$ cat config.mk
export PLATFORM = sky130hd
export DESIGN_NAME = pc_fetch_ctrl
export DESIGN_NICKNAME = d
export VERILOG_FILES = /design/src/rtl/mips_pkg.sv /design/src/rtl/fetch_skid_buf.sv /design/src/rtl/pc_fetch_ctrl.sv
export SDC_FILE = /design/constraint.sdc
export NUM_CORES = 1
export LEC_CHECK = 0
export ABC_AREA = 1
export BUFFER_PORTS_ARGS = -buffer_cell sky130_fd_sc_hd__buf_4
export CORE_MARGIN = 2
export CORE_UTILIZATION = 55
export DETAILED_ROUTE_END_ITERATION = 16
export PLACE_DENSITY = 0.81
export REMOVE_ABC_BUFFERS = 1
export SYNTH_ARGS = -nofsm -noshare
export SYNTH_HDL_FRONTEND = slang
export SYNTH_SLANG_ARGS = --single-unit
export TNS_END_PERCENT = 10
$ cat constraint.sdc
create_clock -name clk -period 7.31 [get_ports clk]
set_input_delay 0.3655 -clock clk [delete_from_list [all_inputs] [get_ports clk]]
set_output_delay 0.3655 -clock clk [all_outputs]
set_load 0.03 [all_outputs]
$ cat src/rtl/mips_pkg.sv
// Shared fetch-stage types and constants.
package mips_pkg;

  localparam int unsigned INSTR_W = 32;

  localparam logic [INSTR_W-1:0] RESET_PC_DEFAULT   = 32'h0000_3000;
  localparam logic [INSTR_W-1:0] EXC_VECTOR_DEFAULT = 32'h0000_4180;

  typedef enum logic [1:0] {
    BOOT  = 2'd0,
    FETCH = 2'd1,
    WAIT  = 2'd2,
    HOLD  = 2'd3
  } fetch_state_e;

  // Instruction word paired with the address it was fetched from.
  typedef struct packed {
    logic [INSTR_W-1:0] instr;
    logic [INSTR_W-1:0] pc;
  } fetch_word_t;

endpackage

$ cat src/rtl/fetch_skid_buf.sv
// One-entry holding register for a fetched word that decode could not take.
module fetch_skid_buf
  import mips_pkg::*;
(
  input  logic        clk,
  input  logic        reset,
  input  logic        load,
  input  logic        clear,
  input  fetch_word_t d,
  output logic        valid,
  output fetch_word_t q
);

  // Clear wins over load so an exception always empties the buffer.
  always_ff @(posedge clk or posedge reset) begin
    if (reset) begin
      valid <= 1'b0;
      q     <= '0;
    end else if (clear) begin
      valid <= 1'b0;
    end else if (load) begin
      valid <= 1'b1;
      q     <= d;
    end
  end

endmodule

$ cat src/rtl/pc_fetch_ctrl.sv
// Fetch-stage sequencer: PC register, imem request, skid buffer, IF/ID register.
// Optional macro PC_ALIGN_CHECK_EN adds fetch_adel and vectors misaligned
// redirect targets to the exception address.
module pc_fetch_ctrl
  import mips_pkg::*;
#(
  parameter logic [INSTR_W-1:0] RESET_PC   = RESET_PC_DEFAULT,
  parameter logic [INSTR_W-1:0] EXC_VECTOR = EXC_VECTOR_DEFAULT
) (
  input  logic               clk,
  input  logic               reset,
  input  logic               stall,
  input  logic               redirect_valid,
  input  logic [INSTR_W-1:0] redirect_target,
  input  logic               exc_req,
  input  logic               imem_ready,
  input  logic [INSTR_W-1:0] imem_rdata,
  output logic               imem_req,
  output logic [INSTR_W-1:0] pc,
  output logic [INSTR_W-1:0] pc4,
  output logic               if_valid,
  output logic [INSTR_W-1:0] if_instr,
  output logic [INSTR_W-1:0] if_pc
`ifdef PC_ALIGN_CHECK_EN
  ,
  output logic               fetch_adel
`endif
);

  fetch_state_e state_q, state_d;

  logic               pend_valid;
  logic [INSTR_W-1:0] pend_target;

  logic               advance;
  logic               take_exc;
  logic               skid_load;
  logic               skid_clear;
  logic               if_load_mem;
  logic               if_load_skid;
  logic               if_bubble;

  logic               redir_sel;
  logic [INSTR_W-1:0] redir_tgt;
  logic [INSTR_W-1:0] nextpc;
  logic               misalign;

  logic               skid_valid;
  fetch_word_t        skid_q;
  fetch_word_t        skid_d;

  assign pc4 = pc + INSTR_W'(4);

  // Next-PC select: an incoming redirect beats a pending one, else sequential.
  always_comb begin
    redir_sel = redirect_valid || pend_valid;
    redir_tgt = redirect_valid ? redirect_target : pend_target;
    nextpc    = redir_sel ? redir_tgt : pc4;
`ifdef PC_ALIGN_CHECK_EN
    misalign  = redir_sel && (redir_tgt[1:0] != 2'b00);
`else
    misalign  = 1'b0;
`endif
  end

  // State register.
  always_ff @(posedge clk or posedge reset) begin
    if (reset) state_q <= BOOT;
    else       state_q <= state_d;
  end

  // Next-state and per-cycle control strobes.
  always_comb begin
    state_d      = state_q;
    advance      = 1'b0;
    take_exc     = 1'b0;
    skid_load    = 1'b0;
    skid_clear   = 1'b0;
    if_load_mem  = 1'b0;
    if_load_skid = 1'b0;
    if_bubble    = 1'b0;
    if (exc_req && (state_q != BOOT)) begin
      take_exc   = 1'b1;
      skid_clear = 1'b1;
      state_d    = FETCH;
    end else begin
      case (state_q)
        BOOT: state_d = FETCH;
        FETCH, WAIT: begin
          if (imem_ready && !stall) begin
            if_load_mem = 1'b1;
            advance     = 1'b1;
            state_d     = FETCH;
          end else if (imem_ready) begin
            skid_load = 1'b1;
            state_d   = HOLD;
          end else begin
            if_bubble = !stall;
            state_d   = WAIT;
          end
        end
        HOLD: begin
          if (!stall) begin
            if_load_skid = 1'b1;
            skid_clear   = 1'b1;
            advance      = 1'b1;
            state_d      = FETCH;
          end
        end
        default: state_d = BOOT;
      endcase
    end
  end

  assign skid_d = '{instr: imem_rdata, pc: pc};

  fetch_skid_buf u_skid (
    .clk   (clk),
    .reset (reset),
    .load  (skid_load),
    .clear (skid_clear),
    .d     (skid_d),
    .valid (skid_valid),
    .q     (skid_q)
  );

  // PC register and request strobe; the request follows the next state.
  always_ff @(posedge clk or posedge reset) begin
    if (reset) begin
      pc       <= RESET_PC;
      imem_req <= 1'b0;
    end else begin
      imem_req <= (state_d == FETCH) || (state_d == WAIT);
      if (take_exc)     pc <= EXC_VECTOR;
      else if (advance) pc <= misalign ? EXC_VECTOR : nextpc;
    end
  end

  // Pending redirect: latched when not consumed, latest wins, cleared on use.
  always_ff @(posedge clk or posedge reset) begin
    if (reset) begin
      pend_valid  <= 1'b0;
      pend_target <= '0;
    end else if (take_exc || advance) begin
      pend_valid  <= 1'b0;
    end else if (redirect_valid) begin
      pend_valid  <= 1'b1;
      pend_target <= redirect_target;
    end
  end

  // IF/ID register.
  always_ff @(posedge clk or posedge reset) begin
    if (reset) begin
      if_valid <= 1'b0;
      if_instr <= '0;
      if_pc    <= '0;
    end else if (take_exc || if_bubble) begin
      if_valid <= 1'b0;
    end else if (if_load_mem) begin
      if_valid <= 1'b1;
      if_instr <= imem_rdata;
      if_pc    <= pc;
    end else if (if_load_skid) begin
      if_valid <= skid_valid;
      if_instr <= skid_q.instr;
      if_pc    <= skid_q.pc;
    end
  end

`ifdef PC_ALIGN_CHECK_EN
  // One-cycle flag when a misaligned redirect was replaced by the vector.
  always_ff @(posedge clk or posedge reset) begin
    if (reset) fetch_adel <= 1'b0;
    else       fetch_adel <= advance && misalign;
  end
`endif

endmodule
==> metrics.yaml <==
yosys:
  yosysMostFrequentCell: "nand2_1"
  yosysTopAreaCell: "dfrtp_1"
  synthTopCellsByArea: "dfrtp_1 (51%), nand2_1 (12%), o21ai_0 (5.6%)"
  yosysUniqueCellTypes: 30
  synth_seq_cells: 198
  synth_warnings: 0
  postSynthAreaPerCell_um2: 8.35
  synthTopCellsByCount: "nand2_1 (305), dfrtp_1 (196), nor2_1 (128)"
  syn_area_mm2: 0.00958
  synth_edf_count: 0
  netlist.area_leader.share_pct: 51.2
  netlist_instances: 1147
  async_flop_share_pct: 100
  synth-main-ff-cell: "dfrtp_1"
  seq_area_frac_synth_pct: 51.7
layout:
  utilization_pct: 68.4
  regArea_mm2: 0.00496
  final_nets: 1381
  drive_above_1_share_pct: 21.6
  n_fill_cell: 1401
  n_antenna_cell: 0
  final_area_mm2: 0.0117
  area_growth_pct: 22.6
  multi_input_area_mm2: 0.00400
timing:
  period_share_pct: 40.5
  fin_crit_ns: 2.96
  setup_tns_ns: 0
  timing.fmax_ghz: 0.338
  maxSlewHeadroom_pct: 29.4
  rsz0062_at_grt: "false"
  finClkSkew_ns: 0.00921
  hold_violations: 0
  worst_slew_pin_slew_ns: 1.06
  setup_ws_ns: 4.35
  setup_viol: 0
  final_max_slew_viol_count: 0
setup_path:
  crit-reg2reg-launch: "state_q[1]"
  cp-start-kind: "register"
  path_max_fanout: 66
  arrival_ns: 3.31
  crit_family: "buffers and inverters"
  cp-startpoint: "state_q[1]"
  crit_top_cell: "nand2_1"
  path_class: "reg -> reg"
  regToRegSetupSlack_ns: 4.35
  required_ns: 7.66
  cpMaxStageDelayCell: "buf_4"
  crit_path_end_kind: "register"
  crit_chain: "inv_1 > ha_1 > nand2_1 > nor2_4 > buf_4 > nand2_2 > buf_4 > nand2_1 > nand2_1 > a21boi_0"
  crit_buf_inv: 3
  cpPeakStageDelay_ns: 0.61
placement:
  io_buffers: 199
  postPlaceCellArea_mm2: 0.0111
  gp_congestion: 0.868
  hpwlAfterDp_um: 16700
  pre_cts_ws_ns: 4.37
power_and_ir_drop:
  leakagePower_nw: 5.67
  power_density_mw_per_mm2: 437
  peakVddDrop_mv: 0.202
floorplan:
  dieArea_mm2: 0.0185
  start_util_pct: 55.8
  die_w_um: 136
  core.rowCount: 48
  die_y_um: 136
  ioPinCount: 200
  core_mm2: 0.0172
clocking:
  hold_buffers: 0
  clk_latency_ns: 0.43
  numClockSinks: 198
  clk_pin_slew_ns: 0.07
  cts-buffers-inserted: 17
  post-cts-setup-buffers: 0
  clockRootBuffer: "clkbuf_16"
  cts_max_path_buffers: 2
  htree_levels: 4
  cts_resized: 0
  cts_tree: "built"
min_path:
  hp-class: "in -> async"
route:
  drc: 0
  routed_wl_um: 25300
  wire_per_inst_um: 16.4
  ant_nets: 0
  vias: 8598
  drt_iter0_markers: 796
  viasPerCell: 5.57
  drtPass1Iterations: 8
run:
  drv_cap: 0
grt:
  overflow: 0
  grt_pass1_wl_um: 40000
  first_global_vias: 7854
  grt_max_degree: 116
  grt.total_usage_pct: 27.7
  antenna_found_initial: 0
outcome:
  status: "finished, final reports clean"
[state kept, by name, summed over array words and instances (netlist names), 2 cells and up]
signal / flops
u_skid.q: 64
if_pc: 32
if_instr: 32
state_q: 2
pend_target: 32
pc: 32
[routing by layer]
layer  vias to the layer above  track usage, %  part of all wire [%]
met5                         -               0                     0
met4                         0            10.8                   2.5
met3                        59            5.07                   8.9
met2                       417            43.5                    47
met1                      4053            38.4                    42
li1                       4069               -                     -
[layout make-up]
type,instances,area share (%)
timing repair buffer,207,13.2
multi-input combinational,794,34.1
tap,225,2.40
sequential,198,42.2
clock inverter,12,1.51
clock buffer,20,3.72
inverter,88,2.88
[per-stage QoR]
stage | hold WS, ns | std cells | power (mW)
after floorplan | 0.445 | 1080 | 3.32
after global placement | 0.459 | 1512 | 4.08
after detailed placement | 0.469 | 1512 | 4.15
after CTS | 0.128 | 1544 | 5.15
after global routing | 0.168 | 1544 | 5.45
final | 0.0944 | 1544 | 5.14
[worst reg2reg max path: cells and delay by family (launching register included)]
family                   cells  cell delay (ns)
flip-flops                   1             0.39
adder cells (fa/ha/maj)      1             0.34
AND/OR/NAND/NOR              5             0.85
buffers and inverters        3             1.13
AO/OA/AOI/OAI                1             0.18
[where the power goes]
part	leakage, nW	switching [mW]	internal, mW
clock network	0.287	0.412	0.574
logic	2.84	1.48	0.798
registers	2.54	0.312	1.56
total	5.67	2.20	2.93
[final timing paths]
check / cells past startpoint / endpoint
setup / recovery: 10 / if_valid
hold / removal: 2 / if_instr[30]
setup reg to reg: 10 / if_valid
hold reg to reg: 2 / pend_target[0]
max in group asynchronous: 3 / u_skid.q[6]
min in group clk: 2 / u_skid.q[53]
[kinds of logic (layout without fill, tap and decap cells)]
logic type	count (synthesis)	count (layout)	synth area share, %
multiplexers	43	43	4.96
XOR/XNOR	15	15	1.37
buffers and inverters	155	327	6.65
adder cells (fa/ha/maj)	5	5	0.653
AO/OA/AOI/OAI	251	251	14.9
AND/OR/NAND/NOR	480	480	19.7
flip-flops	198	198	51.7
[cell usage in the layout, fill, tap and decap left out, drive strengths merged, types with 4 or more instances in the layout]
cell      count
bufinv        4
xor2         13
nor2        133
a21oi        71
mux2i         7
inv          88
dfrtp       196
nand3        36
o21ai       112
nand2       305
buf         207
mux2         36
ha            5
o31ai        64
clkbuf       20
clkinv        4
clkinvlp      4
No activity file was read; power rests on OpenSTA's default activity.
